==> config.mk <==
export PLATFORM = sky130hd
export DESIGN_NAME = mycpu_div
export DESIGN_NICKNAME = d
export VERILOG_FILES = /design/src/rtl/mycpu_div_pkg.sv /design/src/rtl/mycpu_div.sv
export SDC_FILE = /design/constraint.sdc
export NUM_CORES = 1
export LEC_CHECK = 0
export CAP_MARGIN = 15
export CORE_MARGIN = 2
export CORE_UTILIZATION = 30
export CTS_CLUSTER_DIAMETER = 40
export DETAILED_ROUTE_END_ITERATION = 10
export PLACE_DENSITY = 0.49
export SYNTH_ARGS = -nofsm -noshare
export SYNTH_HDL_FRONTEND = slang
export SYNTH_SLANG_ARGS = --single-unit
==> constraint.sdc <==
create_clock -name clk -period 9.5 [get_ports clk]
set_input_delay 1.425 -clock clk [delete_from_list [all_inputs] [get_ports clk]]
set_output_delay 1.425 -clock clk [all_outputs]
set_load 0.005 [all_outputs]
==> src/rtl/mycpu_div_pkg.sv <==
// Shared CPU definitions for the iterative divider: width, FSM encoding and
// sign helpers used when latching operands and fixing up results.
package mycpu_div_pkg;

  localparam int DIV_W = 32;
  localparam int DIV_CNT_W = 6;

  typedef enum logic [1:0] {
    DIV_IDLE = 2'd0,
    DIV_CALC = 2'd1,
    DIV_DONE = 2'd2
  } div_state_e;

  // Two's-complement negate when neg is set, pass-through otherwise.
  function automatic logic [DIV_W-1:0] apply_sign(input logic [DIV_W-1:0] mag,
                                                  input logic neg);
    logic signed [DIV_W-1:0] sval;
    sval = signed'(mag);
    return neg ? DIV_W'(-sval) : mag;
  endfunction

  // Magnitude of an operand: only signed operands with the top bit set flip.
  // 0x80000000 maps onto itself, which is the correct unsigned magnitude.
  function automatic logic [DIV_W-1:0] magnitude(input logic [DIV_W-1:0] v,
                                                 input logic is_signed);
    return apply_sign(v, is_signed & v[DIV_W-1]);
  endfunction

endpackage

==> src/rtl/mycpu_div.sv <==
// Fixed-latency radix-2 restoring divider for div.w/mod.w/div.wu/mod.wu.
// Accept in cycle N, 32 iteration cycles, div_done pulses in cycle N+33.
module mycpu_div
  import mycpu_div_pkg::*;
#(
  parameter int DIV_W = mycpu_div_pkg::DIV_W
) (
  input  logic             clk,
  input  logic             reset,
  input  logic             div_valid,
  input  logic             div_signed,
  input  logic [DIV_W-1:0] div_x,
  input  logic [DIV_W-1:0] div_y,
  input  logic             div_cancel,
  output logic             div_ready,
  output logic             div_busy,
  output logic             div_done,
  output logic [DIV_W-1:0] div_quot,
  output logic [DIV_W-1:0] div_rem
);

  div_state_e           state_q;
  logic [DIV_CNT_W-1:0] cnt_q;
  logic [DIV_W-1:0]     part_q;     // partial remainder
  logic [DIV_W-1:0]     dvd_q;      // dividend bits shift out, quotient bits shift in
  logic [DIV_W-1:0]     dvs_q;      // divisor magnitude
  logic                 quot_neg_q;
  logic                 rem_neg_q;
  logic                 yzero_q;
  logic                 done_q;
  logic [DIV_W-1:0]     quot_q;
  logic [DIV_W-1:0]     rem_q;

  logic [DIV_W:0]       shifted;
  logic [DIV_W+1:0]     diff;
  logic                 borrow;
  logic [DIV_W-1:0]     part_d;
  logic [DIV_W-1:0]     dvd_d;
  logic                 unused_bits;

  // One restoring step: shift in the next dividend bit, try subtracting the divisor.
  always_comb begin
    shifted = {part_q, dvd_q[DIV_W-1]};
    diff    = {1'b0, shifted} - {2'b00, dvs_q};
    borrow  = diff[DIV_W+1];
    part_d  = borrow ? shifted[DIV_W-1:0] : diff[DIV_W-1:0];
    dvd_d   = {dvd_q[DIV_W-2:0], ~borrow};
  end

  // Top bits only matter for the borrow; with a nonzero divisor the kept
  // remainder always fits, and with a zero divisor it degenerates into x.
  assign unused_bits = ^{shifted[DIV_W], diff[DIV_W]};

  // Control FSM with registered done pulse and results.
  always_ff @(posedge clk) begin
    if (reset) begin
      state_q <= DIV_IDLE;
      cnt_q   <= '0;
      done_q  <= 1'b0;
      quot_q  <= '0;
      rem_q   <= '0;
    end else begin
      done_q <= 1'b0;
      case (state_q)
        DIV_IDLE: begin
          if (div_valid && !div_cancel) begin
            dvd_q      <= magnitude(div_x, div_signed);
            dvs_q      <= magnitude(div_y, div_signed);
            part_q     <= '0;
            quot_neg_q <= div_signed & (div_x[DIV_W-1] ^ div_y[DIV_W-1]);
            rem_neg_q  <= div_signed & div_x[DIV_W-1];
            yzero_q    <= (div_y == '0);
            cnt_q      <= '0;
            state_q    <= DIV_CALC;
          end
        end
        DIV_CALC: begin
          if (div_cancel) begin
            cnt_q   <= '0;
            state_q <= DIV_IDLE;
          end else begin
            part_q <= part_d;
            dvd_q  <= dvd_d;
            cnt_q  <= cnt_q + DIV_CNT_W'(1);
            if (cnt_q == DIV_CNT_W'(DIV_W - 1)) begin
              // Remainder carries the dividend's sign; with y==0 it rebuilds x.
              quot_q  <= yzero_q ? '1 : apply_sign(dvd_d, quot_neg_q);
              rem_q   <= apply_sign(part_d, rem_neg_q);
              done_q  <= 1'b1;
              cnt_q   <= '0;
              state_q <= DIV_DONE;
            end
          end
        end
        DIV_DONE: state_q <= DIV_IDLE;
        default:  state_q <= DIV_IDLE;
      endcase
    end
  end

  assign div_ready = (state_q == DIV_IDLE);
  assign div_busy  = (state_q != DIV_IDLE);
  assign div_done  = done_q;
  assign div_quot  = quot_q;
  assign div_rem   = rem_q;

endmodule

## After elaboration in Yosys (flattened, before gate mapping)

Index checks and enable logic that the tools add are counted.

- Bitwise logic cells: 8
- $add $sub $neg: 6
- Muxes and demuxes: 21
- Eq/ne operators: 5
- Reductions and logical operators: 12

Operators by type and width:

| cell | number |
|---|---|
| $mux 32 | 10 |
| $neg 32->32 | 4 |
| $pmux 32 s2 | 2 |
| $sub 33x32->34 | 1 |
| $logic_not 32->1 | 1 |
| $mux 6 | 3 |
| $pmux 6 s2 | 1 |
| $add 6x1->6 const B | 1 |
| $eq 6x5->1 const B | 1 |
| $mux 2 | 3 |
| $reduce_and 3->1 | 2 |
| $not 1->1 | 4 |
| $pmux 2 s2 | 1 |
| $reduce_and 2->1 | 2 |
| $reduce_and 4->1 | 1 |
| $reduce_bool 2->1 | 2 |
| $and 1x1->1 | 3 |
| $ne 3x3->1 const B | 1 |
| $reduce_or 3->1 | 1 |
| $eq 2x1->1 const B | 1 |
| $logic_not 2->1 | 1 |
| $ne 2x1->1 const B | 1 |
| $ne 2x2->1 const B | 1 |
| $logic_and 1x1->1 | 1 |
| other kinds (3) | 3 |

- Output and inout port bits: 67
- Bits of input ports: 69
- Register bits: 172
- Logic and storage cells: 63

## Longest topological paths before layout

- Depth in word-level cells: 5
- Depth in mapped cells: 22
- Depth with buffers taken out: 17

## Worst setup path before layout

Ideal clock, no wire load.

- Path kind: input -> register
- Start: input reset
- End: register dvd_q[0], enable pin
- Data required time: 8.918 ns
- Cell stages on the path: 3
- Library setup time: 0.582 ns
- Path slack: 2.362 ns
- Path buffers: 2
- Arrival time: 6.557 ns
- Path through: clkbuf_1 > clkbuf_1 > o31ai_1

- Cells in the longest elaborated chain, start to end: 2

Ends and longest elaborated chain:

| item | line | source |
|---|---|---|
| start, declared | mycpu_div.sv:9 | `input logic reset,` |
| $not 1->1 (no source line) | n/a |  |
| $reduce_and 4->1 (no source line) | n/a |  |
| end signal, assigned | mycpu_div.sv:67 | `dvd_q <= magnitude(div_x, div_signed);` |
| end signal, assigned | mycpu_div.sv:83 | `dvd_q <= dvd_d;` |
| end, declared | mycpu_div.sv:25 | `logic [DIV_W-1:0] dvd_q;` |

No other way between the ends.
A chain may end at the register's enable or synchronous reset.

## Worst setup path in the final report

- Start: register part_q[19]
- End: register rem_q[26], in the netlist div_rem[26]

- Cells in the longest elaborated chain, start to end: 4

Ends and longest elaborated chain:

| item | line | source |
|---|---|---|
| start, declared | mycpu_div.sv:24 | `logic [DIV_W-1:0] part_q;` |
| start signal, assigned | mycpu_div.sv:82 | `part_q <= part_d;` |
| $sub 33x32->34 | mycpu_div.sv:44 | `diff = {1'b0, shifted} - {2'b00, dvs_q};` |
| $mux 32 * | mycpu_div.sv:46 | `part_d = borrow ? shifted[DIV_W-1:0] : diff[DIV_W-1:0];` |
| $neg 32->32 | mycpu_div_pkg.sv:19 | `return neg ? DIV_W'(-sval) : mag;` |
| $mux 32 * | mycpu_div_pkg.sv:19 |  |
| end signal, assigned | mycpu_div.sv:88 | `rem_q <= apply_sign(part_d, rem_neg_q);` |
| end, declared | mycpu_div.sv:32 | `logic [DIV_W-1:0] rem_q;` |

Mark *: on every way between the ends. The rest lies on a longest branch, timed or not.

==> metrics.yaml <==
placement:
  dp.cells: 1985
  routabilityCongestion: 0.8645
  hpwlAfterDp_mm: 29.77
  portBuffers: 135
timing:
  max_freq_ghz: 0.1844
  hold_viol: 0
  fin_crit_ps: 5424
  rsz0062_at_grt: "no"
  slew-limit-headroom: 0.3077
  slew_viol_final: 0
  finalCritPeriodShare: 0.5709
  tightestPinTransition_ps: 1012
  fin_skew_ps: 11.56
  setup_viol: 0
  finalSetupTns_ps: 0
synthesis:
  synth_edf_count: 99
  yosysWarnings: 0
  yosysUniqueCellTypes: 85
  synth_area_um2: 11860
  synth.cells.most_frequent: "153 x nand2_1, 149 x nor2_1, 99 x edfxtp_1, 89 x a21oi_1, 83 x o21ai_0"
  synth_cells: 1392
  seq_area_frac_synth: 0.3740
  ys_ff_latch: 172
  synth.most_common_cell: "nand2_1"
  avgSynthCellArea_um2: 8.517
  synth.top_cell.area_share: 0.2508
  yosysTopAreaCell: "edfxtp_1"
  synth_ff_type: "edfxtp_1"
  synth_nets: 1499
  async_flop_share: 0
  synth_area_leaders: "edfxtp_1 25%, dfxtp_1 12%, xor2_1 5.5%"
hold_path:
  hold_class: "reg -> reg"
pwr:
  p_per_area_nw_per_um2: 132.2
  peakVddDrop_v: 0.0001100
  power.leakage_nw: 4.872
die:
  die_h_um: 202.8
  ioPinCount: 136
  num_rows: 72
  start_util: 0.3053
  fp.dieArea_um2: 41120
  fp.dieW_um: 202.8
  core-area_um2: 38830
clock_tree:
  clock_latency_ps: 450
  cts-root-buf: "clkbuf_16"
  htree_levels: 4
  cts_buffers: 17
  cts_resized: 0
  clockBufferDepth: 2
  clk_pin_slew_ps: 70
  clock_sinks: 172
  post_cts_buffers: 0
  cts_tree: "built"
  cts_hold_buf: 0
global_route:
  antenna_found_initial: 0
  grt.overflow.total: 0
  grtUsageTotal: 0.1914
  use_met1: 0.2645
  grt_max_degree: 65
  grt_pass1_vias: 10370
  grtUsageMet3: 0.02745
  grt.busiest_layer: "met2"
  use_met2: 0.3045
  grt_pass1_wl_mm: 60.64
critical_path:
  crit_fanout: 41
  worstSetupStartpointType: "flip-flop"
  crit_arrival_ps: 5800
  critPathRequiredTime_ps: 9880
  path_class: "reg -> reg"
  cp-end-kind: "flip-flop"
run_status:
  status: "complete, no violations"
job:
  maxCapViolCount: 0
final_layout:
  finalNonFillerCells: 2018
  drive_gt1_frac: 0.05667
  nets: 1594
  area_delta_synth_final_pct: 20.06
  diodes: 0
routing:
  wl_per_cell_um: 19.30
  drt-pass1-iter-count: 5
  drtIter0Drc: 795
  wirelength_mm: 38.96
  via_per_inst: 5.323
  ant_nets: 0
  num_vias: 10740
  drc: 0
## worst max-delay path: stages (launching register included)
cell	delay (ps)
edfxtp_1	430
ha_1	470
a21oi_2	230
o21ai_1	150
a221oi_2	470
o211a_1	500
nand2_8	330
inv_4	450
mux2i_1	350
ha_1	240
nand2_1	60
a211oi_1	280
nor2_1	200
nor3_2	290
nand4_4	180
or4_1	530
a31oi_1	160
## logic make-up after synthesis
logic type	synth area share
compound gates	0.2112
buf+inv	0.04718
flops	0.3740
fa+ha+maj	0.04074
simple gates	0.2145
mux	0.01858
xor+xnor	0.09383
## worst paths after layout
| kind | start | to | slack [ps] | cells past startpoint |
|---|---|---|---|---|
| hold reg to reg | div_rem[17] | div_rem[17] | 450 | 2 |
| setup reg to reg | part_q[19] | div_rem[26] | 4080 | 16 |
| hold / removal | div_rem[17] | div_rem[17] | 450 | 2 |
| setup / recovery | part_q[19] | div_rem[26] | 4080 | 16 |
## where the power goes
part	internal [mW]	switching (mW)
Sequential	0.815	0.0201
Combinational	0.134	0.220
Clock	0.368	0.324
Total	1.32	0.564
## layer usage
metal	share of wire	wire, um	vias to the layer above
met5	0	0	-
met3	0.044	1709	42
li1	-	-	5301
met1	0.47	18280	5084
met4	0.029	1115	0
met2	0.46	17850	314
## area by class of cell
class	instances	area, um2
fill	4035	24590
multi-input combinational	1085	6892
sequential	172	4434
timing repair buffer	147	1456
tap	518	648.1
clock buffer	22	485.5
inverter	64	242.7
clock inverter	10	75.07
## per-stage QoR
stage                     total power [mW]  utilization  worst slack [ps]  area (um2)  hold slack (ps)
after global routing                 1.969       0.3666              3559       14230            470.5
final                                1.882       0.3666              4076       14230            453.3
after CTS                            1.896       0.3659              4153       14210            458.4
after detailed placement             1.204       0.3514              4177       13650            448.3
after floorplan                      1.080            -              2362       11860            448.2
after global placement               1.203       0.3514              4340       13650            441.4
## cells in the final DEF (no fill, tap or decap), types with 5 or more instances in the layout
cell type and count:
nand2b_1 13, clkdlybuf4s50_1 134, xnor2_1 53, buf_4 11, a211oi_1 36, nor4_1 22, a21o_1 8, o21ai_0 83
xor2_1 74, clkbuf_16 18, a31o_2 5, ha_1 37, o21a_1 9, or3_1 20, nor3_1 51, o31ai_1 26
nand4_1 15, mux2i_1 13, nand3b_1 7, a31oi_1 18, nor2_1 148, and3_1 5, edfxtp_1 99, and2_1 17
dfxtp_1 73, o2111ai_1 6, inv_1 61, nand3_1 29, o211ai_1 21, a21oi_1 89, nand2_1 153, o41ai_1 12
mux2_2 7, a211o_1 5, or4_1 13
## registers in the layout, indices dropped and copies added (netlist names)
name and cells:
part_q 32, rem_neg_q 1, quot_neg_q 1, dvd_q 32, dvs_q 32, cnt_q 6
yzero_q 1, div_rem 32, div_done 1, div_quot 32, state_q 2
Note: power is estimated with default switching activity, not from simulation.
